### src/rtl/adder_pkg.sv
// Shared definitions for the chunked adder family: FSM encoding and a
// parameter-legality helper that sibling adders can reuse.
package adder_pkg;

  typedef enum logic [1:0] {
    IDLE = 2'd0,
    BUSY = 2'd1,
    DONE = 2'd2
  } state_e;

  // True when the operand width splits into whole chunks of the given size.
  function automatic bit chunk_divides(input int width, input int chunk);
    return (chunk > 0) && (width >= chunk) && ((width % chunk) == 0);
  endfunction

endpackage

### src/rtl/chunk_add.sv
// Combinational CHUNK-bit ripple adder built from full-adder cells; also
// exposes the carry into its top bit so callers can derive signed overflow.
module chunk_add #(
  parameter int CHUNK = 8
) (
  input  logic [CHUNK-1:0] x,
  input  logic [CHUNK-1:0] y,
  input  logic             ci,
  output logic [CHUNK-1:0] s,
  output logic             co,
  output logic             c_msb
);

  logic [CHUNK:0] c;

  assign c[0] = ci;

  for (genvar i = 0; i < CHUNK; i++) begin : g_fa
    assign s[i]   = x[i] ^ y[i] ^ c[i];
    assign c[i+1] = (x[i] & y[i]) | (c[i] & (x[i] ^ y[i]));
  end

  assign co    = c[CHUNK];
  assign c_msb = c[CHUNK-1];

endmodule

### src/rtl/seq_chunk_adder.sv
// Multi-cycle adder: captures a, b, cin, then adds CHUNK bits per clock with
// the inter-chunk carry held in a register; valid/ready on both sides.
module seq_chunk_adder
  import adder_pkg::*;
#(
  parameter int WIDTH = 32,
  parameter int CHUNK = 8
) (
  input  logic             clk,
  input  logic             rst,
  input  logic             in_valid,
  output logic             in_ready,
  input  logic [WIDTH-1:0] a,
  input  logic [WIDTH-1:0] b,
  input  logic             cin,
  output logic             out_valid,
  input  logic             out_ready,
  output logic [WIDTH-1:0] sum,
  output logic             cout,
  output logic             ovf
);

  localparam int NCHUNK = (CHUNK > 0) ? (WIDTH / CHUNK) : 1;
  localparam int IDXW   = (NCHUNK > 1) ? $clog2(NCHUNK) : 1;

  if (WIDTH < 1 || !chunk_divides(WIDTH, CHUNK)) begin : g_bad_params
    $error("seq_chunk_adder: CHUNK must be >= 1 and divide WIDTH (WIDTH=%0d CHUNK=%0d)",
           WIDTH, CHUNK);
  end

  state_e            state_q, state_d;
  logic [WIDTH-1:0]  a_q, a_d;
  logic [WIDTH-1:0]  b_q, b_d;
  logic [WIDTH-1:0]  sum_q, sum_d;
  logic              carry_q, carry_d;
  logic              cout_q, cout_d;
  logic              ovf_q, ovf_d;
  logic [IDXW-1:0]   idx_q, idx_d;

  logic [CHUNK-1:0]  x_chunk, y_chunk, s_chunk;
  logic              co_chunk, msb_chunk;
  logic              last_chunk;

  // Select the operand slice addressed by the chunk index.
  always_comb begin
    x_chunk = '0;
    y_chunk = '0;
    for (int k = 0; k < NCHUNK; k++) begin
      if (idx_q == IDXW'(k)) begin
        x_chunk = a_q[k*CHUNK +: CHUNK];
        y_chunk = b_q[k*CHUNK +: CHUNK];
      end
    end
  end

  assign last_chunk = (idx_q == IDXW'(NCHUNK - 1));

  chunk_add #(
    .CHUNK (CHUNK)
  ) u_chunk_add (
    .x     (x_chunk),
    .y     (y_chunk),
    .ci    (carry_q),
    .s     (s_chunk),
    .co    (co_chunk),
    .c_msb (msb_chunk)
  );

  always_comb begin
    state_d = state_q;
    a_d     = a_q;
    b_d     = b_q;
    sum_d   = sum_q;
    carry_d = carry_q;
    cout_d  = cout_q;
    ovf_d   = ovf_q;
    idx_d   = idx_q;

    case (state_q)
      IDLE: begin
        if (in_valid) begin
          state_d = BUSY;
          a_d     = a;
          b_d     = b;
          carry_d = cin;
          idx_d   = '0;
        end
      end

      BUSY: begin
        for (int k = 0; k < NCHUNK; k++) begin
          if (idx_q == IDXW'(k)) begin
            sum_d[k*CHUNK +: CHUNK] = s_chunk;
          end
        end
        carry_d = co_chunk;
        idx_d   = idx_q + 1'b1;
        // Top chunk: its carry-out is the final cout and never wraps into bit 0.
        if (last_chunk) begin
          cout_d  = co_chunk;
          ovf_d   = msb_chunk ^ co_chunk;
          idx_d   = '0;
          state_d = DONE;
        end
      end

      DONE: begin
        if (out_ready) begin
          state_d = IDLE;
        end
      end

      default: begin
        state_d = IDLE;
      end
    endcase
  end

  always_ff @(posedge clk or posedge rst) begin
    if (rst) begin
      state_q <= IDLE;
      a_q     <= '0;
      b_q     <= '0;
      sum_q   <= '0;
      carry_q <= 1'b0;
      cout_q  <= 1'b0;
      ovf_q   <= 1'b0;
      idx_q   <= '0;
    end else begin
      state_q <= state_d;
      a_q     <= a_d;
      b_q     <= b_d;
      sum_q   <= sum_d;
      carry_q <= carry_d;
      cout_q  <= cout_d;
      ovf_q   <= ovf_d;
      idx_q   <= idx_d;
    end
  end

  assign in_ready  = (state_q == IDLE);
  assign out_valid = (state_q == DONE);
  assign sum       = sum_q;
  assign cout      = cout_q;
  assign ovf       = ovf_q;

endmodule
### config.mk
export PLATFORM = sky130hd
export DESIGN_NAME = seq_chunk_adder
export DESIGN_NICKNAME = d
export VERILOG_FILES = /design/src/rtl/adder_pkg.sv /design/src/rtl/chunk_add.sv /design/src/rtl/seq_chunk_adder.sv
export SDC_FILE = /design/constraint.sdc
export NUM_CORES = 1
export LEC_CHECK = 0
export BUFFER_PORTS_ARGS = -buffer_cell sky130_fd_sc_hd__buf_2
export CORE_MARGIN = 4
export CORE_UTILIZATION = 35
export DETAILED_ROUTE_END_ITERATION = 6
export SYNTH_ARGS = -nofsm -noshare
export SYNTH_HDL_FRONTEND = slang
export SYNTH_SLANG_ARGS = --single-unit
### constraint.sdc
create_clock -name clk -period 6.6 [get_ports clk]
set_input_delay 0.66 -clock clk [delete_from_list [all_inputs] [get_ports clk]]
set_output_delay 0.66 -clock clk [all_outputs]
set_load 0.03 [all_outputs]
=== Yosys cells after proc, flatten, opt, wreduce, memory -nomap -nowiden ===
Index checks and enable logic that the tools add are counted.
W data, S select, Z words.

* $add $sub $neg: 1
* Equality and inequality tests: 8
* Muxes and demuxes: 17
* Bitwise operators: 41
* Reduce and logical (&&, ||, !) cells: 10

{| class="wikitable"
|+ Operators with widths
! cell !! count
|-
| $mux W8 || 8
|-
| $xor A1 B1 Y1 || 17
|-
| $and A1 B1 Y1 || 16
|-
| $reduce_and A2 Y1 || 6
|-
| $mux W2 || 5
|-
| $or A1 B1 Y1 || 8
|-
| $eq A2 B2 Y1 const B || 3
|-
| $pmux W2 S3 || 1
|-
| $eq A2 B1 Y1 const B || 2
|-
| $logic_not A2 Y1 || 2
|-
| $ne A2 B2 Y1 const B || 2
|-
| $pmux W2 S2 || 1
|-
| $reduce_and A3 Y1 || 1
|-
| $add A2 B1 Y2 const B || 1
|-
| $ne A2 B1 Y1 const B || 1
|-
| $pmux W1 S2 || 1
|-
| $reduce_bool A2 Y1 || 1
|-
| $mux W1 || 1
|}

* Register bits after elaboration: 103
* Bits of input ports: 69
* Output and inout bits: 36
* Logic and storage cells: 88

=== Logic depth before layout (Yosys ltp) ===
* Depth in word-level cells: 23
* Mapped depth: 20
* Mapped depth without buffers: 18

=== Cells and area by module ===
From an unflattened synthesis, not the netlist that was laid out.

* Cells, all modules: 328
* Area, all modules: 4889.7 um2

{| class="wikitable"
|+ Modules (own cells, without submodules)
! module !! instances !! cells an instance !! area an instance (um2) !! seq. area each (um2)
|-
| seq_chunk_adder || 1 || 310 || 4692.0 || 2577.5
|-
| chunk_add || 1 || 18 || 197.7 || 0.0
|}

=== Worst setup path before layout ===
Ideal clock, no wire load.

* Path kind: register -> register
* Start point: register idx_q[0]
* End point: register sum_q[15] (netlist: sum[15])
* Library setup time: 125 ps
* Data arrival time: 4475 ps
* Required time: 6475 ps
* Slack: 2001 ps
* Cell stages (with the launch flop): 20
* Path buffers: 2
* Period minus slack after synthesis: 4599 ps
* Cells stage by stage: dfrtp_1 -> inv_1 -> ha_1 -> clkbuf_1 -> buf_2 -> nand2_1 -> o211ai_1 -> o221ai_1 -> fa_1 -> inv_1 -> fa_1 -> fa_1 -> inv_1 -> fa_1 -> fa_1 -> fa_1 -> fa_1 -> inv_1 -> fa_1 -> mux2_2

* Word-level cells in the longest chain between the ends: 21
* Elaborated cells on any way between the ends: 43
* Classes of those cells: eq/ne: 3; mux: 8; bitwise: 30; reduce/logical: 2

{| class="wikitable"
|+ RTL lines
! item !! RTL line !! source
|-
| from (decl) || seq_chunk_adder.sv:38 || <nowiki>logic [IDXW-1:0] idx_q, idx_d;</nowiki>
|-
| from (signal assigned) || seq_chunk_adder.sv:137 || <nowiki>idx_q <= idx_d;</nowiki>
|-
| $logic_not A2 Y1 || seq_chunk_adder.sv:49 || <nowiki>if (idx_q == IDXW'(k)) begin</nowiki>
|-
| $mux W8 (4 in a row) || seq_chunk_adder.sv:49 ||
|-
| $xor A1 B1 Y1 || chunk_add.sv:20 || <nowiki>assign c[i+1] = (x[i] & y[i]) | (c[i] & (x[i] ^ y[i]));</nowiki>
|-
| $and A1 B1 Y1 || chunk_add.sv:20 ||
|-
| $or A1 B1 Y1 || chunk_add.sv:20 ||
|-
| $and A1 B1 Y1 || chunk_add.sv:20 ||
|-
| $or A1 B1 Y1 || chunk_add.sv:20 ||
|-
| $and A1 B1 Y1 || chunk_add.sv:20 ||
|-
| [3 not listed] || n/a ||
|-
| $and A1 B1 Y1 || chunk_add.sv:20 ||
|-
| $or A1 B1 Y1 || chunk_add.sv:20 ||
|-
| $and A1 B1 Y1 || chunk_add.sv:20 ||
|-
| $or A1 B1 Y1 || chunk_add.sv:20 ||
|-
| $and A1 B1 Y1 || chunk_add.sv:20 ||
|-
| $or A1 B1 Y1 || chunk_add.sv:20 ||
|-
| $xor A1 B1 Y1 (*) || chunk_add.sv:19 || <nowiki>assign s[i] = x[i] ^ y[i] ^ c[i];</nowiki>
|-
| via s_chunk[7] || seq_chunk_adder.sv:40 || <nowiki>logic [CHUNK-1:0] x_chunk, y_chunk, s_chunk;</nowiki>
|-
| to (signal assigned) || seq_chunk_adder.sv:133 || <nowiki>sum_q <= sum_d;</nowiki>
|-
| to (decl) || seq_chunk_adder.sv:34 || <nowiki>logic [WIDTH-1:0] sum_q, sum_d;</nowiki>
|}

Mark *: on every way through the listed nets, which the timed path passes. The rest lies on a longest branch.
A chain may end at the register's enable or synchronous reset.

=== Final worst setup path ===
* Start point: register idx_q[1]
* End point: register sum_q[31] (netlist: sum[31])

Same word-level chain as after synthesis.

==> metrics.yaml <==
clk_path_buf_depth: 2
critPathLaunchType: "register"
dp_cells: 617
cts_sinks: 103
grt-ovfl-total: 0
synth_cell_types: 28
clock_skew_ns: 0.00814
yosys_warnings: 0
wl_per_cell_um: 18.0
synth_cells: 358
netlist_area_sq_um: 4870
avgSynthCellArea_sq_um: 13.6
initial_utilization_pct: 36.2
cap_viol_max_count: 0
netlist.area_leader.share_pct: 52.9
yosysTopAreaCell: "dfrtp_1"
ff_latch_area_sq_um: 2580
cp.required_ns: 6.83
mostFrequentLayoutCell: "buf_2"
worstPathArrival_ns: 5.32
power.leakage_uw: 0.00268
fp.dieW_um: 126
ant_nets: 0
vias: 3034
reg2reg_depth: 17
final_max_slew_viol_count: 0
worst_slew_pin_slew_ns: 1.18
grtUsageTotal_pct: 14.8
grt_max_degree: 92
root_buffer: "clkbuf_16"
endpoint_kind: "register"
dp_hpwl_um: 8500
clk-insertion-delay-late_ns: 0.35
postCtsSetupBuffers: 0
fmax_mhz: 196
final_cell_mix: "buf_2, dfrtp_1, mux2_4"
finalCriticalPeriod_ns: 5.09
hold_path_class: "in2async"
cts_resized: 0
num-fill-cells: 1318
wirelength_um: 11400
multiInputGateArea_sq_um: 2050
path_depth: 17
slew_headroom_pct: 21.4
ctsHoldBuffers: 0
antenna_cells: 0
critical_path_buf_inv_count: 4
post-route-drc-count: 0
ys_seq_area_share_pct: 52.9
p_per_area_nw_per_um2: 637
synthTopCellsByArea: "dfrtp_1, mux2_4, mux2_2"
slowest_stage: "ha_1"
place_area_sq_um: 5420
die_area_sq_um: 15900
vias_per_cell: 4.79
die-height_um: 126
ctsHtreeMaxLevel: 3
critPathMostFrequentCell: "fa_1"
rows: 42
cpPeakStageDelay_ns: 0.76
gp_congestion: 0.762
io_pins: 105
tns_ns: 0
numPortBuffers: 104
syn_to_final_growth_pct: 17.7
finalHoldViolations: 0
final_cells: 633
rsz0062_at_grt: "false"
antenna_found_initial: 0
grt_pass1_wl_um: 17900
setup_viol: 0
path_cells: "inv_1 -> ha_1 -> nand2_1 -> o211ai_1 -> o221ai_1 -> fa_1 -> inv_1 -> fa_1 -> fa_1 -> inv_1 -> fa_1 -> fa_1 -> fa_1 -> fa_1 -> inv_1 -> fa_1 -> mux2_2"
peakVddDrop_mv: 0.308
grt_pass1_vias: 3158
drt_iter0_drc: 210
status: "finished clean"
critPathKind: "reg2reg"
drtPass1Iterations: 4
final_nets: 533
critPathMaxFanout: 33
post-route-period-util_pct: 77.2
cts_tree: "done"
synth_seq_cells: 103
cp_top_family: "adder cells"
fin_area_sq_um: 5730
drive_gt1_share_pct: 45.3
cts_buffers: 9
syn-num-nets: 439
coreArea_sq_um: 13500
clkSlewWorstSetupHoldPaths_ns: 0.07
final timing paths:
| kind | from | to | slack [ns] |
|---|---|---|---|
| worst max-delay path | idx_q[1] | sum[31] | 1.51 |
| worst min-delay path | rst | sum[20] | 0.21 |
| worst max register to register | idx_q[1] | sum[31] | 1.51 |
| worst min register to register | sum[0] | sum[0] | 0.48 |
| max in group asynchronous | rst | idx_q[1] | 4.99 |
| min in group clk | sum[0] | sum[0] | 0.48 |
power by group:
| part | switching, uW | internal [uW] |
|---|---|---|
| logic | 1040 | 877 |
| registers | 227 | 964 |
| clock network | 226 | 314 |
| total | 1500 | 2150 |
worst register-to-register path, delay by kind of cell (launching register included):
kind                       cells  cell delay (ns)
adders and majority gates      9             3.56
DFF                            1             0.41
AOI/OAI and AO/OA              2             0.31
buffers and inverters          4             0.31
muxes                          1             0.29
and+or+nand+nor                1             0.11
metal layers:
layer	track usage (%)	share of wire [%]	vias up	wire length (um)
li1	-	-	1444	-
met5	0	0	-	0
met4	4.35	1.4	0	156
met1	20.6	47	1481	5370
met3	5.00	6.9	10	790
met2	22.0	45	99	5090
kinds of logic (layout without fill, tap and decap cells):
kind of cell	after synthesis	count (layout)	synth area share (%)
fa+ha+maj	12	12	4.32
mux	77	77	22.4
compound gates	65	65	8.12
simple gates	68	68	7.14
flops	103	103	52.9
xor+xnor	1	1	0.180
buf+inv	32	131	4.91
state kept, by name, summed over array words and instances (netlist names):
name     flops
sum         32
carry_q      1
state_q      2
idx_q        2
cout         1
ovf          1
b_q         32
a_q         32
final cells by class:
| cell class | instances | area share (%) |
|---|---|---|
| Clock buffer | 11 | 4.41 |
| Clock inverter | 5 | 0.982 |
| Inverter | 9 | 0.633 |
| Multi-Input combinational cell | 223 | 35.8 |
| Sequential cell | 103 | 45.0 |
| Tap cell | 176 | 3.84 |
| Timing Repair Buffer | 106 | 9.34 |
per-stage QoR:
step                      worst slack [ns]  util, %  power [uW]  hold WS [ns]
final                                 1.51     42.6        3650         0.206
after global placement                1.70     40.3        3100         0.455
after CTS                             1.52     42.6        3710         0.189
after detailed placement              1.55     40.3        3160         0.465
after floorplan                       2.00        -        2610         0.473
after global routing                  1.15     42.6        3920         0.207
cells in the mapped netlist (all sizes together):
| cell | count |
|---|---|
| and2 | 1 |
| o22ai | 3 |
| a32o | 2 |
| nor2 | 5 |
| o21ai | 30 |
| a221oi | 1 |
| clkbuf | 12 |
| o221ai | 10 |
| o211ai | 5 |
| fa | 8 |
| dfrtp | 103 |
| a21oi | 13 |
| nand2 | 41 |
| or3b | 3 |
| xor2 | 1 |
| nor4b | 1 |
| ha | 4 |
| o31ai | 1 |
| or2 | 1 |
| inv | 9 |
| mux2 | 77 |
| nand3b | 15 |
| buf | 11 |
| nand2b | 1 |
Note: power is estimated with default switching activity, not from simulation.
